### src/rtl/logic_unit_sched_pkg.sv
// Shared definitions for the logic-unit scheduler.
// Contents:
//   OP_AND/OP_OR/OP_XOR/OP_NAND : 2-bit gate-bank op select codes.
//   state_t (ST_IDLE, ST_SETTLE) : scheduler FSM states.
package tinycpu_lu_pkg;

    localparam logic [1:0] OP_AND  = 2'b00;
    localparam logic [1:0] OP_OR   = 2'b01;
    localparam logic [1:0] OP_XOR  = 2'b10;
    localparam logic [1:0] OP_NAND = 2'b11;

    typedef enum logic {
        ST_IDLE   = 1'b0,
        ST_SETTLE = 1'b1
    } state_t;

endpackage

### src/rtl/logic_unit_sched_rr_pick.sv
// Combinational round-robin picker.
// Ports:
//   req    in  NREQ  request vector
//   ptr    in  PW    highest-priority position this round
//   onehot out NREQ  one-hot winner (all zero when no request)
//   idx    out PW    winner index (0 when no request)
//   any    out 1     at least one request is set
module rr_pick #(
    parameter int NREQ = 4,
    parameter int PW   = $clog2(NREQ)
) (
    input  logic [NREQ-1:0] req,
    input  logic [PW-1:0]   ptr,
    output logic [NREQ-1:0] onehot,
    output logic [PW-1:0]   idx,
    output logic            any
);

    // Scan from the farthest position back toward ptr so that the last hit
    // written is the first set request at or after ptr.
    always_comb begin
        logic [PW-1:0] pos;
        idx = '0;
        any = 1'b0;
        pos = '0;
        for (int k = NREQ - 1; k >= 0; k--) begin
            pos = PW'((int'(ptr) + k) % NREQ);
            if (req[pos]) begin
                idx = pos;
                any = 1'b1;
            end
        end
    end

    for (genvar gi = 0; gi < NREQ; gi++) begin : g_onehot
        assign onehot[gi] = any && (idx == PW'(gi));
    end

endmodule

### src/rtl/logic_unit_sched.sv
// Round-robin scheduler sharing one bitwise gate bank among NREQ requesters.
// The granted requester's operands are registered onto lu_a/lu_b/lu_sel and
// held for SETTLE cycles, after which lu_y is captured into result and done
// pulses for that requester. Dropping req mid-settle aborts without done.
// Ports:
//   clk, rst              clock, synchronous active-high reset
//   req[NREQ]             per-requester request
//   op_a/op_b[NREQ*WIDTH] operands, requester i at [i*WIDTH +: WIDTH]
//   op_sel[NREQ*2]        op select, requester i at [2i +: 2]
//   gnt[NREQ]             one-hot grant during settle
//   done[NREQ]            one-cycle completion pulse
//   result[WIDTH]         last captured lu_y
//   busy                  operation in flight
//   lu_a/lu_b/lu_sel      registered drive to gate bank
//   lu_y                  gate bank output
module logic_unit_sched
    import tinycpu_lu_pkg::*;
#(
    parameter int NREQ   = 4,
    parameter int WIDTH  = 8,
    parameter int SETTLE = 2
) (
    input  logic                    clk,
    input  logic                    rst,
    input  logic [NREQ-1:0]         req,
    input  logic [NREQ*WIDTH-1:0]   op_a,
    input  logic [NREQ*WIDTH-1:0]   op_b,
    input  logic [NREQ*2-1:0]       op_sel,
    output logic [NREQ-1:0]         gnt,
    output logic [NREQ-1:0]         done,
    output logic [WIDTH-1:0]        result,
    output logic                    busy,
    output logic [WIDTH-1:0]        lu_a,
    output logic [WIDTH-1:0]        lu_b,
    output logic [1:0]              lu_sel,
    input  logic [WIDTH-1:0]        lu_y
);

    localparam int PW = $clog2(NREQ);
    localparam int CW = $clog2(SETTLE + 1);

    state_t            state_reg, state_next;
    logic [PW-1:0]     rr_ptr_reg, rr_ptr_next;
    logic [PW-1:0]     owner_reg, owner_next;
    logic [CW-1:0]     cnt_reg, cnt_next;
    logic [NREQ-1:0]   gnt_reg, gnt_next;
    logic [NREQ-1:0]   done_reg, done_next;
    logic [WIDTH-1:0]  result_reg, result_next;
    logic [WIDTH-1:0]  lu_a_reg, lu_a_next;
    logic [WIDTH-1:0]  lu_b_reg, lu_b_next;
    logic [1:0]        lu_sel_reg, lu_sel_next;

    logic [NREQ-1:0]   win_onehot;
    logic [PW-1:0]     win_idx;
    logic              win_any;
    logic [PW-1:0]     owner_succ;

    rr_pick #(
        .NREQ (NREQ),
        .PW   (PW)
    ) u_pick (
        .req    (req),
        .ptr    (rr_ptr_reg),
        .onehot (win_onehot),
        .idx    (win_idx),
        .any    (win_any)
    );

    // Pointer always moves one past the owner, whether it finished or aborted.
    assign owner_succ = (owner_reg == PW'(NREQ - 1)) ? '0 : owner_reg + PW'(1);

    always_comb begin
        state_next  = state_reg;
        rr_ptr_next = rr_ptr_reg;
        owner_next  = owner_reg;
        cnt_next    = cnt_reg;
        gnt_next    = gnt_reg;
        done_next   = '0;
        result_next = result_reg;
        lu_a_next   = lu_a_reg;
        lu_b_next   = lu_b_reg;
        lu_sel_next = lu_sel_reg;
        case (state_reg)
            ST_IDLE: begin
                if (win_any) begin
                    state_next  = ST_SETTLE;
                    owner_next  = win_idx;
                    gnt_next    = win_onehot;
                    cnt_next    = CW'(SETTLE);
                    lu_a_next   = op_a[win_idx*WIDTH +: WIDTH];
                    lu_b_next   = op_b[win_idx*WIDTH +: WIDTH];
                    lu_sel_next = op_sel[win_idx*2 +: 2];
                end
            end
            ST_SETTLE: begin
                // Abort takes precedence over completion on the final cycle.
                if (!req[owner_reg]) begin
                    state_next  = ST_IDLE;
                    gnt_next    = '0;
                    cnt_next    = '0;
                    rr_ptr_next = owner_succ;
                end else if (cnt_reg == CW'(1)) begin
                    state_next  = ST_IDLE;
                    result_next = lu_y;
                    done_next   = gnt_reg;
                    gnt_next    = '0;
                    cnt_next    = '0;
                    rr_ptr_next = owner_succ;
                end else begin
                    cnt_next = cnt_reg - CW'(1);
                end
            end
            default: state_next = ST_IDLE;
        endcase
    end

    always_ff @(posedge clk) begin
        if (rst) begin
            state_reg  <= ST_IDLE;
            rr_ptr_reg <= '0;
            owner_reg  <= '0;
            cnt_reg    <= '0;
            gnt_reg    <= '0;
            done_reg   <= '0;
            result_reg <= '0;
            lu_a_reg   <= '0;
            lu_b_reg   <= '0;
            lu_sel_reg <= '0;
        end else begin
            state_reg  <= state_next;
            rr_ptr_reg <= rr_ptr_next;
            owner_reg  <= owner_next;
            cnt_reg    <= cnt_next;
            gnt_reg    <= gnt_next;
            done_reg   <= done_next;
            result_reg <= result_next;
            lu_a_reg   <= lu_a_next;
            lu_b_reg   <= lu_b_next;
            lu_sel_reg <= lu_sel_next;
        end
    end

    assign gnt    = gnt_reg;
    assign done   = done_reg;
    assign result = result_reg;
    assign busy   = |gnt_reg;
    assign lu_a   = lu_a_reg;
    assign lu_b   = lu_b_reg;
    assign lu_sel = lu_sel_reg;

endmodule

### config.mk
export PLATFORM = sky130hd
export DESIGN_NAME = logic_unit_sched
export DESIGN_NICKNAME = d
export VERILOG_FILES = /design/src/rtl/logic_unit_sched_pkg.sv /design/src/rtl/logic_unit_sched_rr_pick.sv /design/src/rtl/logic_unit_sched.sv
export SDC_FILE = /design/constraint.sdc
export NUM_CORES = 1
export LEC_CHECK = 0
export ABC_AREA = 1
export BUFFER_PORTS_ARGS = -buffer_cell sky130_fd_sc_hd__buf_4
export CORE_AREA = 2 2 77 79
export DETAILED_ROUTE_END_ITERATION = 12
export DIE_AREA = 0 0 79 81
export PLACE_DENSITY = 0.81
export SLEW_MARGIN = 40
export SYNTH_ARGS = -nofsm -noshare
export SYNTH_HDL_FRONTEND = slang
export SYNTH_HIERARCHICAL = 1
export SYNTH_SLANG_ARGS = --single-unit
export TNS_END_PERCENT = 10
### constraint.sdc
create_clock -name clk -period 3.1 [get_ports clk]
set_input_delay 0.31 -clock clk [delete_from_list [all_inputs] [get_ports clk]]
set_output_delay 0.31 -clock clk [all_outputs]
set_load 0.01 [all_outputs]
==> results summary <==
The flow ran to the end, and the final reports show no timing, DRC or antenna violations. Of the cells placed in the final design, the portion with a size suffix greater than 1 is 29.21%. Across all setup checks in the final design, the least slack found is 0.8368 ns. The tree is rooted in a clkbuf_8. The data required time at the worst endpoint came out at 3.34 ns. In the final routed layout, each cell accounts on average for 11.69 um. For this run, global-route usage on met2 was measured as 40.00%. In this run, post-CTS hold repair placed 0 buffers. The routing layer with the top usage in global route is met2.

Fill cells in the final layout number 545. The worst-case reg-to-reg path depth came out at 12. By area the synthesized netlist is led by dfxtp_1 (35%), nor2_1 (16%), o21ai_0 (12%), nand2_1 (8.4%), inv_1 (7.6%). The highest fanout seen on the critical path came out at 36. The worst setup path is captured at a flop. Compared with the post-synthesis result, the final layout area differs by 42.48%. For this run, the number of Yosys warnings is 6.

The ratio of routed vias to standard cells came out at 4.854. The total wire length after detailed routing came out at 6640 um. The count of mapped cells out of synthesis is 383.

The sum of negative setup slack is 0 ns. The total count of max-transition violations in the final report is 0. Once the clock tree was built, the resizer swapped 0 gates to a different size.

The startpoint kind of the worst setup timing path is a flop. Yosys mapped the design onto 22 distinct sky130hd cell types. The power per standard cell area came out at 742.4 nW/um2.

The initial standard-cell utilization of the core came out at 41.62%. The area of the die came out at 6399 um2. The clock network fraction of design power is 14.0%. The worst setup path category is flop to flop. The number of levels in the clock H-tree is 2. The net switching power is 0.001096 W.

The met3 track demand over resource in global routing is 6.778%. In this run, the number of DRC markers left after iteration 0 of detailed routing was 97. The initial antenna violation count is 0. The final global-route overflow total is 0. The global-route wire length before repair is 11,010 um. The post-DP HPWL is 5028 um.

The number of nets still failing antenna checks after routing came out at 0. The post-route clock period utilization is 73.01%. The synthesized area per cell came out at 6.168 um2. The setup violation total in the final timing report is 0.

The total leakage power came out at 1.762 nW. Entering global routing, the biggest net connects 40 pins. The count of TritonRoute iterations in the first routing pass came out at 4. Counting flops and latches in the post-synthesis netlist gives 41. Setup repair after global routing left no endpoint under its margin. The floorplan step set the die width to 79 um. The site row count came out at 28. The I/O pin count came out at 121. The share of total power dissipated in sequential elements is 30.3%. Across every metal layer, demand over resource in global routing totals 21.33%. Counting along the longest clock path gives a buffer depth of 2. The number of antenna diodes in the final layout is 0. The worst max-slew margin expressed relative to the limit is 53.04%. The number of sinks on the clock net came out at 41.

The later pin in the worst-skew pair is clocked with a latency of 0.29 ns. The final critical-path required period is 2.263 ns. For the pin with the worst max-slew slack, the measured transition is 0.7037 ns. Along the worst hold path, the cell count comes to 5.

OpenSTA, run right after detailed placement, puts the worst setup slack at 0.9061 ns. The number of nets in the layout came out at 581. For the worst setup path, the data arrival time is 2.51 ns.

The portion of synthesized cell area occupied by the leading cell type is 34.75%. The clock-pin slew on the worst setup and hold paths came out at 0.07 ns. The relative contribution of combinational cells to total power is 55.6%. The core box area came out at 5675 um2. The maximum frequency from static timing analysis came out at 441.8 MHz.

Buffers placed on the I/O ports in this run total 120. The count of endpoints failing hold in the final timing report is 0. The part of the Yosys area used for sequential elements came out at 34.75%. The via count of the first global-routing pass is 2,573.

The switching power as a share of total power came out at 43.85%. The die is 81 um tall. Across the routed clock network, the largest skew measured is 0.003698 ns. Buffers inserted during clock tree synthesis total 5.

The worst-case IR drop observed on VDD is 0.4252 mV. The number of nets produced by synthesis is 471. Summing every instance area after synthesis gives 2362 um2.

Global routing used 22.34% of the available met1 tracks. The last weighted congestion value of the routability-driven placer is 0.8002. The total internal power is 0.001403 W. The DRC violation count after routing is 0.

The largest total area in the synthesized netlist belongs to dfxtp_1. TritonCTS built the clock tree. The detailed router placed 2,757 vias in this run.

The number of post-CTS setup repair buffers came out at 0. Across the run, the number of max-cap violations was 0. The class of the most critical hold timing path is primary input to flop.
## area by class of cell
type                            instances  area [um2]  share of cell area, %
Clock buffer                            7       86.33                  2.565
Timing Repair Buffer                  123       923.4                  27.43
Inverter                               50       187.7                  5.576
Sequential cell                        41       820.8                  24.39
Tap cell                               75       93.84                  2.788
Multi-Input combinational cell        272        1254                  37.25
## worst max-delay path, stage by stage (launching register included)
cell and delay, ns:
dfxtp_1 0.56, inv_1 0.15, nand2_1 0.12, nand2_2 0.07, nor2_1 0.14, nor2_1 0.07
nand3_1 0.15, nand2_2 0.08, inv_2 0.39, o21ai_0 0.14, o22ai_1 0.17, o21ai_0 0.10
inv_1 0.06
## kinds of logic after synthesis
kind of cell / count (synthesis) / synth area share (%)
DFF: 41 / 34.75
adders and majority gates: 2 / 1.059
and+or+nand+nor: 178 / 31.30
AOI/OAI and AO/OA: 92 / 20.71
buffers and inverters: 70 / 12.18
## metal layers
layer | wire, um | share of wire (%) | up-vias
li1 | - | - | 1430
met3 | 615 | 9.3 | 15
met4 | 132 | 2.0 | 0
met5 | 0 | 0 | -
met2 | 3298 | 50 | 113
met1 | 2593 | 39 | 1199
## final timing paths
check,from,endpoint,slack [ns]
setup / recovery,rr_ptr_reg[0],lu_b[5],0.84
hold / removal,lu_y[1],result[1],0.31
setup reg to reg,rr_ptr_reg[0],lu_b[5],0.84
hold reg to reg,gnt[0],done[0],0.48
## through the flow
stage / power (W) / cells / hold slack, ns / util [%] / cell area [um2]
after floorplan: 0.001698 / 383 / 0.4393 / - / 2362
after global routing: 0.002747 / 568 / 0.3381 / 59.30 / 3366
after global placement: 0.002123 / 561 / 0.4559 / 57.78 / 3279
after CTS: 0.002521 / 568 / 0.3023 / 59.30 / 3366
final: 0.002499 / 568 / 0.3084 / 59.30 / 3366
after detailed placement: 0.002163 / 561 / 0.4747 / 57.78 / 3279
## power groups by stage
stage / Combinational, W / Clock (W) / Sequential [W]
3_5_place_dp: 0.00139 / 0 / 0.000769
6_report: 0.00139 / 0.000351 / 0.000758
4_1_cts: 0.00140 / 0.000361 / 0.000759
5_1_grt: 0.00158 / 0.000382 / 0.000781
2_1_floorplan: 0.000897 / 0 / 0.000801
3_3_place_gp: 0.00136 / 0 / 0.000762
## cell usage in the layout, fill, tap and decap left out, drive strengths merged
cell type and n:
inv 50, a21oi 10, clkbuf 7, nand2 58, o22ai 18, dfxtp 41
nand4 1, nor2 103, o21ai 63, ha 2, buf 123, nor3 1
nand3 15, a21boi 1
## cells in the mapped netlist, drive strengths merged
master    n
nor3      1
a21boi    1
inv      50
nor2    103
ha        2
dfxtp    41
clkbuf    9
buf      11
a21oi    10
nand3    15
nand4     1
o21ai    63
nand2    58
o22ai    18
Note: power is estimated with default switching activity, not from simulation.
